===== config.mk =====
export PLATFORM = sky130hd
export DESIGN_NAME = pipeline_hazard_ctrl
export DESIGN_NICKNAME = d
export VERILOG_FILES = /design/src/rtl/rv32_pipe_pkg.sv /design/src/rtl/hazard_stage_reg.sv /design/src/rtl/pipeline_hazard_ctrl.sv
export SDC_FILE = /design/constraint.sdc
export NUM_CORES = 1
export LEC_CHECK = 0
export ABC_AREA = 1
export CORE_ASPECT_RATIO = 0.9
export CORE_UTILIZATION = 54
export CTS_BUF_LIST = sky130_fd_sc_hd__clkbuf_8
export DETAILED_ROUTE_END_ITERATION = 8
export PLACE_DENSITY = 0.82
export SYNTH_ARGS = -nofsm -noshare
export SYNTH_HDL_FRONTEND = slang
export SYNTH_HIERARCHICAL = 1
export SYNTH_SLANG_ARGS = --single-unit

===== constraint.sdc =====
create_clock -name clk_i -period 2.2 [get_ports clk_i]
set_clock_uncertainty 0.1 [all_clocks]
set_input_delay 0.33 -clock clk_i [delete_from_list [all_inputs] [get_ports clk_i]]
set_output_delay 0.33 -clock clk_i [all_outputs]
set_load 0.1 [all_outputs]

===== src/rtl/rv32_pipe_pkg.sv =====
// Shared types and constants for the RV32 pipeline hazard controller.
package rv32_pipe_pkg;

   localparam int RA_W_DEF = 5;

   localparam logic [1:0] FWD_RF  = 2'b00;
   localparam logic [1:0] FWD_MEM = 2'b01;
   localparam logic [1:0] FWD_WB  = 2'b10;

   typedef struct packed {
      logic                valid;
      logic [RA_W_DEF-1:0] rd;
      logic                regwen;
      logic                is_load;
   } hz_entry_t;

   // EX also remembers its own sources so forwarding can be resolved there
   typedef struct packed {
      hz_entry_t           ent;
      logic [RA_W_DEF-1:0] rs1;
      logic [RA_W_DEF-1:0] rs2;
      logic                rs1_used;
      logic                rs2_used;
   } hz_ex_entry_t;

   // x0 is hardwired zero, so a write to it never creates a dependency
   function automatic logic src_match(hz_entry_t e, logic [RA_W_DEF-1:0] rs, logic used);
      return e.valid & e.regwen & (e.rd != '0) & (e.rd == rs) & used;
   endfunction

endpackage


===== src/rtl/hazard_stage_reg.sv =====
// One shadow pipeline entry: clear beats load, otherwise hold.
module hazard_stage_reg
   import rv32_pipe_pkg::*;
#(
   parameter type T = hz_entry_t
) (
   input  logic clk_i,
   input  logic rst_i,
   input  logic load_i,
   input  logic clear_i,
   input  T     d_i,
   output T     q_o
);

   T q_q, q_d;

   always_comb begin
      q_d = q_q;
      if (clear_i)     q_d = '0;
      else if (load_i) q_d = d_i;
   end

   always_ff @(posedge clk_i) begin
      if (rst_i) q_q <= '0;
      else        q_q <= q_d;
   end

   assign q_o = q_q;

endmodule


===== src/rtl/pipeline_hazard_ctrl.sv =====
// Stall/flush/bubble/forward control for the 5-stage RV32 pipe.
// HAZARD_FORWARDING_EN: forward from MEM/WB and stall only on load-use; otherwise stall on any EX/MEM RAW.
module pipeline_hazard_ctrl
   import rv32_pipe_pkg::*;
#(
   parameter int RA_W  = RA_W_DEF,
   parameter int CNT_W = 16
) (
   input  logic             clk_i,
   input  logic             rst_i,
   input  logic             id_valid_i,
   input  logic [RA_W-1:0]  id_rs1_i,
   input  logic [RA_W-1:0]  id_rs2_i,
   input  logic             id_rs1_used_i,
   input  logic             id_rs2_used_i,
   input  logic [RA_W-1:0]  id_rd_i,
   input  logic             id_regwen_i,
   input  logic             id_is_load_i,
   input  logic             ex_redirect_i,
   input  logic             mem_busy_i,
   output logic             stall_if_o,
   output logic             stall_id_o,
   output logic             flush_id_o,
   output logic             bubble_ex_o,
   output logic [1:0]       fwd_a_sel_o,
   output logic [1:0]       fwd_b_sel_o,
   output logic [CNT_W-1:0] stall_cnt_o
);

   hz_ex_entry_t ex_d, ex_q;
   hz_entry_t    mem_q, wb_q;
   logic         busy, redir, hit_ex, hit_mem, haz_raw, haz, ex_clear;
   logic [CNT_W-1:0] stall_cnt_q, stall_cnt_d;

   always_comb begin
      ex_d             = '0;
      ex_d.ent.valid   = id_valid_i;
      ex_d.ent.rd      = id_rd_i;
      ex_d.ent.regwen  = id_regwen_i;
      ex_d.ent.is_load = id_is_load_i;
      ex_d.rs1         = id_rs1_i;
      ex_d.rs2         = id_rs2_i;
      ex_d.rs1_used    = id_rs1_used_i;
      ex_d.rs2_used    = id_rs2_used_i;
   end

   assign busy    = mem_busy_i;
   assign redir   = ex_redirect_i & ~busy;
   assign hit_ex  = src_match(ex_q.ent, id_rs1_i, id_rs1_used_i) |
                    src_match(ex_q.ent, id_rs2_i, id_rs2_used_i);
   assign hit_mem = src_match(mem_q, id_rs1_i, id_rs1_used_i) |
                    src_match(mem_q, id_rs2_i, id_rs2_used_i);

`ifdef HAZARD_FORWARDING_EN
   assign haz_raw = id_valid_i & hit_ex & ex_q.ent.is_load;
`else
   assign haz_raw = id_valid_i & (hit_ex | hit_mem);
`endif
   // A frozen pipe or a redirect both override a data hazard
   assign haz      = haz_raw & ~busy & ~redir;
   assign ex_clear = redir | haz;

   hazard_stage_reg #(.T(hz_ex_entry_t)) u_ex (
      .clk_i(clk_i), .rst_i(rst_i), .load_i(~busy), .clear_i(ex_clear), .d_i(ex_d), .q_o(ex_q)
   );
   hazard_stage_reg #(.T(hz_entry_t)) u_mem (
      .clk_i(clk_i), .rst_i(rst_i), .load_i(~busy), .clear_i(1'b0), .d_i(ex_q.ent), .q_o(mem_q)
   );
   hazard_stage_reg #(.T(hz_entry_t)) u_wb (
      .clk_i(clk_i), .rst_i(rst_i), .load_i(~busy), .clear_i(1'b0), .d_i(mem_q), .q_o(wb_q)
   );

   always_comb begin
      stall_cnt_d = stall_cnt_q;
      if (haz && (stall_cnt_q != '1)) stall_cnt_d = stall_cnt_q + CNT_W'(1);
   end

   always_ff @(posedge clk_i) begin
      if (rst_i) stall_cnt_q <= '0;
      else       stall_cnt_q <= stall_cnt_d;
   end

   assign stall_if_o  = ~rst_i & (busy | haz);
   assign stall_id_o  = ~rst_i & (busy | haz);
   assign flush_id_o  = ~rst_i & redir;
   assign bubble_ex_o = ~rst_i & (redir | haz);
   assign stall_cnt_o = stall_cnt_q;

`ifdef HAZARD_FORWARDING_EN
   function automatic logic [1:0] fwd_pick(logic [RA_W-1:0] rs, logic used);
      if (src_match(mem_q, rs, used))     return FWD_MEM;
      else if (src_match(wb_q, rs, used)) return FWD_WB;
      else                                return FWD_RF;
   endfunction

   assign fwd_a_sel_o = rst_i ? FWD_RF : fwd_pick(ex_q.rs1, ex_q.rs1_used & ex_q.ent.valid);
   assign fwd_b_sel_o = rst_i ? FWD_RF : fwd_pick(ex_q.rs2, ex_q.rs2_used & ex_q.ent.valid);

   logic unused_bits;
   assign unused_bits = ^{mem_q.is_load, wb_q.is_load};
`else
   assign fwd_a_sel_o = FWD_RF;
   assign fwd_b_sel_o = FWD_RF;

   logic unused_bits;
   assign unused_bits = ^{ex_q.rs1, ex_q.rs2, ex_q.rs1_used, ex_q.rs2_used,
                          ex_q.ent.is_load, mem_q.is_load, wb_q};
`endif

endmodule


==> reports/qor.txt, run 1 <==
Status = finished, violations left
Failing checks = negative setup slack
Crit share post-route = 101%
Utilization after layout = 75.6%
Dpl cells = 430
Share of cells above drive strength 1 = 19.0%
Grt total ovfl = 0
Post-DR vias/cell = 4.85
Static Leak = 0.00135 uW
Max-cap viol count = 0
Syn Std Cell Area = 2000 um2
Count of final setup violators = 2
# diodes = 0
Die Wd = 66.1 um
Non-Filler Instances = 444
Critical path type = reg -> out
Drt wl/cell = 10.2 um
Fin. Hold Viols = 0
CP Cell Sequence = inv_2 -> nand2_1 -> nand2_1 -> nor2_2 -> nand3_1 -> nand2_1 -> nand2_1 -> nand2_2 -> nand3_4 -> a21oi_4 -> buf_12
TritonCTS buffer count = 5
# port buffers = 42
Syn_area_per_cell = 5.75 um2
Tot GR Track Use = 25.7%
Nets = 424
First drt pass iteration count = 4
Vias = 2,153
Most frequent cells in the layout = 114 x nand2_1, 77 x nor2_1, 47 x inv_1
Layout area overhead = 30.8%
CP arrival = 1.79 ns
Worst VDD drop = 0.000381 V
Yosys warning count = 6
Type of the most critical hold path = reg -> reg
Pwr dens = 488 nW/um2
Initial antenna violation count = 0
Die height = 59.7 um
RSZ-0062 raised after global routing = yes
Max incr delay on CP = 0.39 ns
Routability cong. = 0.869
Hold Path Depth = 2
Largest net degree at the start of global routing = 29
Drt total wl = 4.52 mm
Crit-path max FO = 6
Gate Count Post-Synth = 347
Longest Clk Path Bufs = 2
1st-iter DRT viols = 131
Max-slew violation count = 0
Cell mode on critical path = nand2_1
CTS tree = built
Final worst slack = -0.0219 ns
Starting Density = 57.8%
Top Ports = 48
Critical path depth = 11
Buf/Inv on CP = 2
CTS Hold Buffers Added = 0
Reg2reg setup slack = 0.27 ns
First-pass GRT wire length = 7.79 mm
CTS Sinks = 30
Antenna-violating nets left = 0
Reg clk slew, reported paths = 0.06 ns
FF-to-FF path depth = 14
Most common cell after layout, fill and taps aside = nand2_1
Fmax achieved = 450 MHz
Row cnt = 20
Vias in the first global route = 1,907
Critical path's slowest cell = dfxtp_4
Core area = 3450 um2
Detailed Place HPWL = 3.30 mm
Top delay family on crit path = simple AND/OR/NAND/NOR gates
# fillers = 309
Setup crit end kind = primary output
CP Launch Type = flip-flop
Fin crit period = 2.22 ns
DRC = 0
Worst EP required = 1.77 ns
Clock Latency Late Sink = 0.28 ns
Root Driver = clkbuf_8
H-tree Lvls = 2
Die area = 3940 um2
sequential cells by signal, summed over array words and instances (netlist names):
| name | flops |
|---|---|
| stall_cnt_o | 16 |
| u_ex/q_o | 7 |
| u_mem/q_o | 7 |
worst paths after layout:
check                            start                           end
max          u_ex/q_o[15]$_SDFFE_PP0P_                    stall_id_o
min          u_mem/q_o[7]$_SDFFE_PP0P_     u_mem/q_o[7]$_SDFFE_PP0P_
max reg2reg  u_mem/q_o[5]$_SDFFE_PP0P_  stall_cnt_o[11]$_SDFFE_PP0P_
min reg2reg  u_mem/q_o[7]$_SDFFE_PP0P_     u_mem/q_o[7]$_SDFFE_PP0P_
area by class of cell:
cell class / instances / area, um2 / share of cell area (%)
clock buffers: 6 / 82.6 / 3.16
inverters: 54 / 203 / 7.77
multi-input cells: 252 / 1110 / 42.4
clock inverters: 2 / 8.76 / 0.336
well taps: 44 / 55.1 / 2.11
repair buffers: 56 / 523 / 20.0
flip-flops and latches: 30 / 631 / 24.2
what timing repair did:
| item | 4_1_cts | 5_1_grt |
|---|---|---|
| pin swaps | 9 | 10 |
| resized for setup | 25 | 7 |
| endpoints found under the setup margin | 3 | 3 |
| setup buffers | 4 | 2 |
| hold endpoints to repair | 0 | 0 |
stage by stage:
stage / area (um2) / hold slack [ns] / power, uW / setup WS (ns) / TNS, ns
after floorplan: 2050 / 0.302 / 761 / -0.151 / -0.151
after global placement: 2460 / 0.363 / 827 / -0.172 / -1.44
after detailed placement: 2460 / 0.380 / 832 / -0.186 / -1.76
after CTS: 2580 / 0.388 / 1280 / 0.000300 / 0
after global routing: 2610 / 0.397 / 1340 / -0.159 / -0.444
final: 2610 / 0.389 / 1270 / -0.0219 / -0.0436
report_power, final:
| group | total [uW] | internal, uW | switching (uW) |
|---|---|---|---|
| logic | 247 | 93.1 | 154 |
| registers | 572 | 555 | 17.6 |
| clock network | 454 | 247 | 207 |
tightest hold or removal path, cell delays in order, from the launching register on:
cell     delay, ns
dfxtp_1       0.32
nor2_1        0.08
nor2_1        0.05
routing by layer:
layer / vias to the layer above / global-route usage (%) / wire length (um)
met2: 62 / 41.0 / 1960
met3: 4 / 6.30 / 278
met1: 952 / 34.7 / 2230
met5: - / 0 / 0
met4: 0 / 7.29 / 43
li1: 1135 / - / -
Power figures use the tool's default switching activity.
==> run 2, diff against run 1 <==
Settings changed: ABC_CLOCK_PERIOD_IN_PS set to 2200.
==> results of run 2 <==
No change in the layout: final DEF, timing and power equal those of run 1.
==> edit, RTL diff (settings of run 2) <==
Build with the macro `HAZARD_FORWARDING_EN` defined.
--- a/src/rtl/pipeline_hazard_ctrl.sv
+++ b/src/rtl/pipeline_hazard_ctrl.sv
@@ -1,4 +1,6 @@
 // Stall/flush/bubble/forward control for the 5-stage RV32 pipe.
 // HAZARD_FORWARDING_EN: forward from MEM/WB and stall only on load-use; otherwise stall on any EX/MEM RAW.
+`define HAZARD_FORWARDING_EN
+
 module pipeline_hazard_ctrl
    import rv32_pipe_pkg::*;
Behaviour: not the same (Yosys sat finds a counterexample within 4 cycles, from zero or initial values and one cycle with rst_i high).
==> edit against run 2 <==
The flow still finishes with violations (setup timing). Fmax is 0.39% lower. Cell count is 35% higher. Routed wire length is 50% higher. Die area is 46% higher. Cell area is 46% higher. Setup slack worse by 0.0086 ns. Power is 47% higher. Sequential cell count is 20 higher. Area after synthesis is 48% higher. Critical path type unchanged. Critical endpoint is now fwd_a_sel_o[1].
==> edit: results (changes against run 2) <==
setup ws final=-0.0305 ns (-0.00865 ns); IO Port Bufs=47 (+12%); CTS hold repair buffers=0 (unchanged); Crit Path Max Fanout=5 (-1); DR iter-0 viols=167 (+27%); CP max stage cell=dfxtp_2; Placed Cells=587 (+37%); CP top delay family=simple AND/OR/NAND/NOR gates; HP Class=in2reg; violated checks=setup timing; internal power=1330 µW (+49%); first-pass GRT wire length=11.1 mm (+42%); Clock Path Buffers=2 (unchanged); Total GRT Usage=24.2% (-1.6 points); mean post-synth cell area=6.22 µm² (+8.1%); Lkg Pwr=0.00187 µW (+38%); routed len/inst=11.4 µm (+12%); crit-path max cell delay=0.37 ns (-0.02 ns); CTS clock-pin slew for the worst setup and hold paths=0.09 ns (+0.03 ns); CTS Buf Count=5 (unchanged); area post-placement=3600 µm² (+47%); Pre-Repair DR Iteration Count=4 (unchanged); clock root buffer=clkbuf_8; HPWL after DPL=4.80 mm (+45%); max FFs per register=20 (+4); Worst EP arrival=1.80 ns; via/cell ratio=4.82 (-0.68%); GP Congestion=0.868 (-0.13%); vias after detailed routing=2,880 (+34%); pin count of the biggest net entering global routing=69 (+140%); maximum vdd drop=0.000415 V (+9.1%); clock latency on the worst-skew pair=0.31 ns (+0.03 ns); vias in the first global route=2,536 (+33%); commonest non-fill, non-tap cell in the layout=nand2_1; number of synthesis warnings=6 (unchanged); # setup viols final=1 (-1); diode count=0 (unchanged); nets@finish=555 (+31%); outcome=finished, violations left; initial antenna violation count=0 (unchanged); fraction of layout cells with a size suffix above 1=20.5% (+1.5 points); H-Tree Depth=2 (unchanged)
-- edit: path summary, 6_finish.rpt --
kind,from,endpoint,slack [ns],cells past startpoint
worst max-delay path,u_mem/q_o[5],fwd_a_sel_o[1],-0.03,8
worst min-delay path,id_rs1_i[4],u_ex/q_o[11],0.28,5
worst max register to register,stall_cnt_o[0],stall_cnt_o[15],0.29,11
worst min register to register,u_wb/q_o[7],u_wb/q_o[7],0.38,2
-- edit: cell type report --
type	instances	area (µm²)
fillers	429	1450
well taps	67	83.8
multi-input cells	342	1680
repair buffers	62	654
flip-flops and latches	50	1040
inverters	69	259
clock buffers	6	82.6
clock inverters	2	8.76
-- edit: worst register-to-register path: cells and delay by family (launching register included) --
kind,cells,cell delay (ns)
simple gates,10,1.16
flops,1,0.38
fa+ha+maj,1,0.20
-- edit: repair_timing --
action | 4_1_cts | 5_1_grt
buffers inserted | 0 | 3
gates resized for setup | 17 | 30
endpoints found under the setup margin | 6 | 7
pin swaps | 4 | 15
-- edit: stage by stage --
stage,worst slack [ns],TNS [ns]
after global placement,-0.0109,-0.0244
after floorplan,-0.338,-0.338
after detailed placement,-0.145,-0.433
after CTS,-0.0287,-0.0568
final,-0.0305,-0.0305
after global routing,-0.164,-0.340
-- edit: power by group through the flow --
stage               Combinational (µW)  Clock (µW)  Sequential [µW]
CTS                                321         570              973
finish                             338         561              975
global route                       375         602              980
detailed placement                 321           0              993
global placement                   314           0              991
floorplan                          224           0              983
-- edit: per-layer routing --
metal	up-vias	track usage [%]	routed length [µm]
met5	-	0	0
met4	0	5.95	63
met3	6	3.77	213
met2	67	39.8	3170
met1	1278	33.2	3340
li1	1529	-	-
